### config.mk
export PLATFORM = sky130hd
export DESIGN_NAME = seg_display_ctrl_flat
export DESIGN_NICKNAME = d
export VERILOG_FILES = /design/src/rtl/seg_display_ctrl_if.sv /design/src/rtl/seg_display_ctrl.sv /design/src/flat_wrapper.sv
export SDC_FILE = /design/constraint.sdc
export NUM_CORES = 1
export LEC_CHECK = 0
export ABC_AREA = 0
export BUFFER_PORTS_ARGS = -buffer_cell sky130_fd_sc_hd__buf_2
export CORE_UTILIZATION = 60
export CTS_BUF_LIST = sky130_fd_sc_hd__clkbuf_16
export CTS_CLUSTER_SIZE = 10
export DETAILED_ROUTE_END_ITERATION = 6
export PLACE_DENSITY = 0.93
export SYNTH_ARGS = -nofsm -noshare
export SYNTH_HDL_FRONTEND = slang
export SYNTH_SLANG_ARGS = --single-unit
### constraint.sdc
create_clock -name clk -period 5.5 [get_ports clk]
set_input_delay 1.375 -clock clk [delete_from_list [all_inputs] [get_ports clk]]
set_output_delay 1.375 -clock clk [all_outputs]
set_load 0.005 [all_outputs]
### src/rtl/seg_display_ctrl_if.sv
// seg_display_ctrl_if: register bus between a host and the seven-segment scan controller.
interface seg_display_ctrl_if;
    logic        bus_wen;
    logic        bus_ren;
    logic [1:0]  bus_addr;
    logic [31:0] bus_wdata;
    logic [31:0] bus_rdata;
    logic        bus_ready;
    modport master (output bus_wen, bus_ren, bus_addr, bus_wdata, input bus_rdata, bus_ready);
    modport slave  (input bus_wen, bus_ren, bus_addr, bus_wdata, output bus_rdata, bus_ready);
endinterface

### src/rtl/seg_display_ctrl.sv
// seg_display_ctrl: six-digit multiplexed seven-segment driver with blanking dead time and a small register bus.
module seg_display_ctrl #(
    parameter int SCAN_DIV     = 25000,
    parameter int BLANK_CYCLES = 16
) (
    input  logic                clk,
    input  logic                nrst,
    seg_display_ctrl_if.slave   bus,
    output logic [7:0]          segment,
    output logic [5:0]          sel
);
    typedef enum logic [1:0] {IDLE, SHOW, BLANK} state_t;
    localparam logic [19:0] SHOW_END  = 20'(SCAN_DIV - 1);
    localparam logic [19:0] BLANK_END = 20'(BLANK_CYCLES - 1);
    localparam logic [6:0] HEX [16] = '{7'h40, 7'h79, 7'h24, 7'h30, 7'h19, 7'h12, 7'h02, 7'h78,
                                        7'h00, 7'h10, 7'h08, 7'h03, 7'h46, 7'h21, 7'h06, 7'h0E};
    state_t      r_state, w_state_n;
    logic [2:0]  r_idx, w_idx_n;
    logic [19:0] r_cnt, w_cnt_n;
    logic [23:0] r_data;
    logic [5:0]  r_dp, r_mask;
    logic        r_en, r_ready;
    logic [31:0] r_rdata, w_rd, w_status;
    logic [3:0]  w_nib;
    logic [5:0]  w_sel_n;
    logic [7:0]  w_seg_n;
    logic        w_unused;
    assign w_unused = ^bus.bus_wdata[31:24];
    assign w_status = {27'd0, r_state == BLANK, 1'b0, r_idx};
    assign w_rd = bus.bus_addr == 2'd0 ? {8'd0, r_data} :
                  bus.bus_addr == 2'd1 ? {26'd0, r_dp} :
                  bus.bus_addr == 2'd2 ? {18'd0, r_mask, 7'd0, r_en} : w_status;
    always_comb begin
        w_state_n = r_state;
        w_idx_n   = r_idx;
        w_cnt_n   = r_cnt + 20'd1;
        if (!r_en) begin
            w_state_n = IDLE;
            w_idx_n   = 3'd0;
            w_cnt_n   = 20'd0;
        end else begin
            case (r_state)
                IDLE: begin
                    w_state_n = SHOW;
                    w_idx_n   = 3'd0;
                    w_cnt_n   = 20'd0;
                end
                SHOW: if (r_cnt == SHOW_END) begin
                    w_state_n = BLANK;
                    w_cnt_n   = 20'd0;
                end
                BLANK: if (r_cnt == BLANK_END) begin
                    w_state_n = SHOW;
                    w_idx_n   = r_idx == 3'd5 ? 3'd0 : r_idx + 3'd1;
                    w_cnt_n   = 20'd0;
                end
                default: begin
                    w_state_n = IDLE;
                    w_idx_n   = 3'd0;
                    w_cnt_n   = 20'd0;
                end
            endcase
        end
    end
    // Outputs are loaded from the next state so they switch on the same edge as the FSM.
    assign w_nib   = r_data[{w_idx_n, 2'b00} +: 4];
    assign w_sel_n = w_state_n == SHOW ? ~(6'd1 << w_idx_n) : 6'h3F;
    assign w_seg_n = (w_state_n == SHOW && !r_mask[w_idx_n]) ? {~r_dp[w_idx_n], HEX[w_nib]} : 8'hFF;
    always_ff @(posedge clk or negedge nrst) begin
        if (!nrst) begin
            r_state <= IDLE;
            r_idx   <= 3'd0;
            r_cnt   <= 20'd0;
            sel     <= 6'h3F;
            segment <= 8'hFF;
        end else begin
            r_state <= w_state_n;
            r_idx   <= w_idx_n;
            r_cnt   <= w_cnt_n;
            sel     <= w_sel_n;
            segment <= w_seg_n;
        end
    end
    always_ff @(posedge clk or negedge nrst) begin
        if (!nrst) begin
            r_data  <= 24'd0;
            r_dp    <= 6'd0;
            r_mask  <= 6'd0;
            r_en    <= 1'b0;
            r_ready <= 1'b0;
            r_rdata <= 32'd0;
        end else begin
            r_ready <= bus.bus_wen | bus.bus_ren;
            r_rdata <= (bus.bus_ren && !bus.bus_wen) ? w_rd : 32'd0;
            if (bus.bus_wen && bus.bus_addr == 2'd0) r_data <= bus.bus_wdata[23:0];
            if (bus.bus_wen && bus.bus_addr == 2'd1) r_dp <= bus.bus_wdata[5:0];
            if (bus.bus_wen && bus.bus_addr == 2'd2) begin
                r_en   <= bus.bus_wdata[0];
                r_mask <= bus.bus_wdata[13:8];
            end
        end
    end
    assign bus.bus_ready = r_ready;
    assign bus.bus_rdata = r_rdata;
endmodule

### src/flat_wrapper.sv
// flat-port wrapper written by rule: the top's interface ports become plain ports
module seg_display_ctrl_flat 
#(
    parameter int SCAN_DIV     = 25000,
    parameter int BLANK_CYCLES = 16
)
  (clk, nrst, segment, sel, bus_bus_wen, bus_bus_ren, bus_bus_addr, bus_bus_wdata, bus_bus_rdata, bus_bus_ready);
  seg_display_ctrl_if bus_i ();
  input  logic clk;
  input  logic nrst;
  output logic [7:0] segment;
  output logic [5:0] sel;
  input wire logic [$bits(bus_i.bus_wen)-1:0] bus_bus_wen;
  input wire logic [$bits(bus_i.bus_ren)-1:0] bus_bus_ren;
  input wire logic [$bits(bus_i.bus_addr)-1:0] bus_bus_addr;
  input wire logic [$bits(bus_i.bus_wdata)-1:0] bus_bus_wdata;
  output wire logic [$bits(bus_i.bus_rdata)-1:0] bus_bus_rdata;
  output wire logic [$bits(bus_i.bus_ready)-1:0] bus_bus_ready;
  assign bus_i.bus_wen = bus_bus_wen;
  assign bus_i.bus_ren = bus_bus_ren;
  assign bus_i.bus_addr = bus_bus_addr;
  assign bus_i.bus_wdata = bus_bus_wdata;
  assign bus_bus_rdata = bus_i.bus_rdata;
  assign bus_bus_ready = bus_i.bus_ready;
  seg_display_ctrl #(.SCAN_DIV(SCAN_DIV), .BLANK_CYCLES(BLANK_CYCLES)) u_core (.clk(clk), .nrst(nrst), .bus(bus_i), .segment(segment), .sel(sel));
endmodule
==> results_dict.tcl <==
set metrics [dict create \
    run_status "completed" \
    tns_ns 0 \
    whs_ns 0.4511 \
    dp.cells 584 \
    setup_viol 0 \
    timing_hold_violations_final 0 \
    tightest_slew_ns 1.095 \
    initial_core_util_pct 63.06 \
    peakVddDrop_uv 211.5 \
    synth-main-ff-cell "dfrtp_1" \
    n_antenna_cell 0 \
    total_leakage_power_uw 0.002587 \
    powerDensity_nw_per_um2 349.3 \
    top_layer "met4" \
    wl_um 11370 \
    synth.avg_cell_area_um2 11.54 \
    cp-startpoint "u_core.r_cnt[4]$_DFF_PN0_" \
    ioPinCount 85 \
    ant_nets 0 \
    r2r-start "u_core.r_cnt[4]$_DFF_PN0_" \
    gp_congestion 0.8826 \
    synth_cell_types 67 \
    swShare_pct 27.09 \
    cts-root-buf "clkbuf_16" \
    holdBufCountCts 0 \
    vias_per_cell 6.142 \
    synthesis.instances 431 \
    clock_skew_ns 0.008451 \
    cp.arrival_ns 4.66 \
    power_frac_clock_pct 37.0 \
    fmax_ghz 0.2270 \
    drv_cap 0 \
    hpwl_um 7619 \
    final_area_um2 5675 \
    critPathRequiredTime_ns 5.75 \
    clkTransAtPathRegs_ns 0.07 \
    cts.sinks 101 \
    wl_met3_um 828 \
    async_reset_ff_share_pct 100.0 \
    dieArea_um2 8657 \
    comb_power_share_pct 17.1 \
    area_growth_pct 14.11 \
    antenna_found_initial 0 \
    period_share_pct 80.10 \
    post-cts-setup-buffer-count 0 \
    numPortBuffers 68 \
    rsz0062_at_grt "false" \
    end_kind "flip-flop" \
    power_frac_seq_pct 45.9 \
    die_x_um 93.05 \
    grt.total_usage_pct 28.06 \
    fin_nets 543 \
    crit_type "flip-flop to flip-flop" \
    syn_area_um2 4974 \
    die_height_um 93.05 \
    ff2ff_path_depth 13 \
    final_common_cell "dfrtp_1" \
    synth_top_area_share_pct 43.77 \
    drt-wirelength-per-cell_um 18.95 \
    p_switching_uw 537.0 \
    overflow 0 \
    grt_max_degree 56 \
    synth_top_area_cell "dfrtp_1" \
    mostFrequentLayoutCells "87 x dfrtp_1, 67 x buf_2, 41 x mux2_2" \
    endpoint "u_core.segment[6]$_DFF_PN1_" \
    wl_met1_um 4405 \
    reg2reg_to "u_core.segment[6]$_DFF_PN1_" \
    ys_seq_area_share_pct 51.17 \
    cts_inserted_buffers 9 \
    drive_above_1_share_pct 33.53 \
    cts_buffer_depth 2 \
    cp_max_fo 12 \
    first_pass_iters 5 \
    synth-edff-count 0 \
    synthTopCellsByArea "dfrtp_1 44%, mux2_2 9.3%, dfstp_2 7.4%" \
    wl_met2_um 5780 \
    cts_tree "done" \
    grt_pass1_wl_um 18420 \
    drtIter0Drc 329 \
    post_cts_resized 0 \
    r2r_slack_ns 1.09 \
    core_um2 7888 \
    drv_slew 0 \
    ys_seq_elements 101 \
    remaining_drc_errors 0 \
    first_global_vias 3674 \
    critical_path.startpoint_type "flip-flop" \
    hp-class "flip-flop to flip-flop" \
    placed_area_um2 5329 \
    hold_depth 1 \
    slew_headroom_pct 26.44 \
    fin_cells 600 \
    finalCriticalPeriod_ns 4.405 \
    vias 3685 \
    clock_latency_ns 0.35 \
    yosysWarnings 0 \
    num_rows 32 \
    internal_power_uw 1446 \
    h-tree-depth 3 \
]
state kept, by name, summed over array words and instances (netlist names):
name / count
u_core.r_data: 24
u_core.r_dp: 6
u_core.r_cnt: 20
u_core.bus.bus_ready: 1
u_core.r_state: 2
u_core.r_en: 1
u_core.r_idx: 3
u_core.r_mask: 6
u_core.bus.bus_rdata: 24
u_core.sel: 6
u_core.segment: 8
metrics by stage:
stage | util, % | setup slack [ns] | total power (uW)
after floorplan | - | 2.066 | 1128
after global placement | 67.56 | 1.459 | 1220
after detailed placement | 67.56 | 1.243 | 1248
after CTS | 71.95 | 1.193 | 1983
after global routing | 71.95 | 0.8093 | 2062
final | 71.95 | 1.095 | 1983
how the worst min path moves through the flow:
stage	from	end	slack, ns
finish	u_core.r_cnt[0]$_DFF_PN0_	u_core.r_cnt[0]$_DFF_PN0_	0.45
detailed placement	u_core.r_cnt[0]$_DFF_PN0_	u_core.r_cnt[0]$_DFF_PN0_	0.45
global placement	u_core.r_cnt[0]$_DFF_PN0_	u_core.r_cnt[0]$_DFF_PN0_	0.44
CTS	u_core.r_cnt[0]$_DFF_PN0_	u_core.r_cnt[0]$_DFF_PN0_	0.46
global route	u_core.r_cnt[0]$_DFF_PN0_	u_core.r_cnt[0]$_DFF_PN0_	0.47
floorplan	u_core.r_cnt[0]$_DFF_PN0_	u_core.r_cnt[0]$_DFF_PN0_	0.42
power by group through the flow:
stage / clock (uW) / sequential (uW) / combinational [uW]
after floorplan: 0 / 904 / 223
after global placement: 0 / 912 / 309
after detailed placement: 0 / 918 / 329
after CTS: 740 / 907 / 336
after global routing: 774 / 917 / 371
final: 734 / 910 / 339
kinds of logic (layout without fill, tap and decap cells):
group	count (synthesis)	after routing	synth area share [%]
adder cells (fa/ha/maj)	12	12	3.019
AO/OA/AOI/OAI	56	56	9.610
AND/OR/NAND/NOR	149	149	16.03
multiplexers	59	59	13.26
buffers and inverters	38	98	4.201
XOR/XNOR	15	15	2.641
other	1	8	0.07540
flip-flops	101	101	51.17
synth_stat cells, drive strengths merged (12+ instances only):
cell    instances
buf            12
nand2          27
nand3          14
clkbuf         14
dfstp          14
nor3           12
mux2i          16
mux2           42
inv            12
nor2           40
and2           16
dfrtp          87
ha             12
cell type report:
cell class              count  area [um2]
flip-flops and latches    101        2545
multi-input cells         299        2251
fillers                   494        2212
repair buffers             70       357.8
clock buffers               9       225.2
well taps                 102       127.6
clock inverters             7       121.4
inverters                  12       47.55
per-layer routing:
metal  vias up  global-route usage (%)
li1       1639                       -
met1      1808                   35.02
met2       191                   47.37
met3        47                   6.585
met4         0                   10.90
met5         -                       0
worst max-delay path, cell delays in order, from the launching register on:
cell and delay (ns):
dfrtp_1 0.43, nor4_1 0.47, and3_2 0.40, a211oi_2 0.14, nor3_4 0.65, inv_1 0.34
nor2_4 0.30, a22oi_1 0.12, mux2_2 0.35, inv_1 0.14, ha_1 0.20, or3b_1 0.39
a21boi_0 0.15, o221ai_1 0.22
No activity file was read; power rests on OpenSTA's default activity.
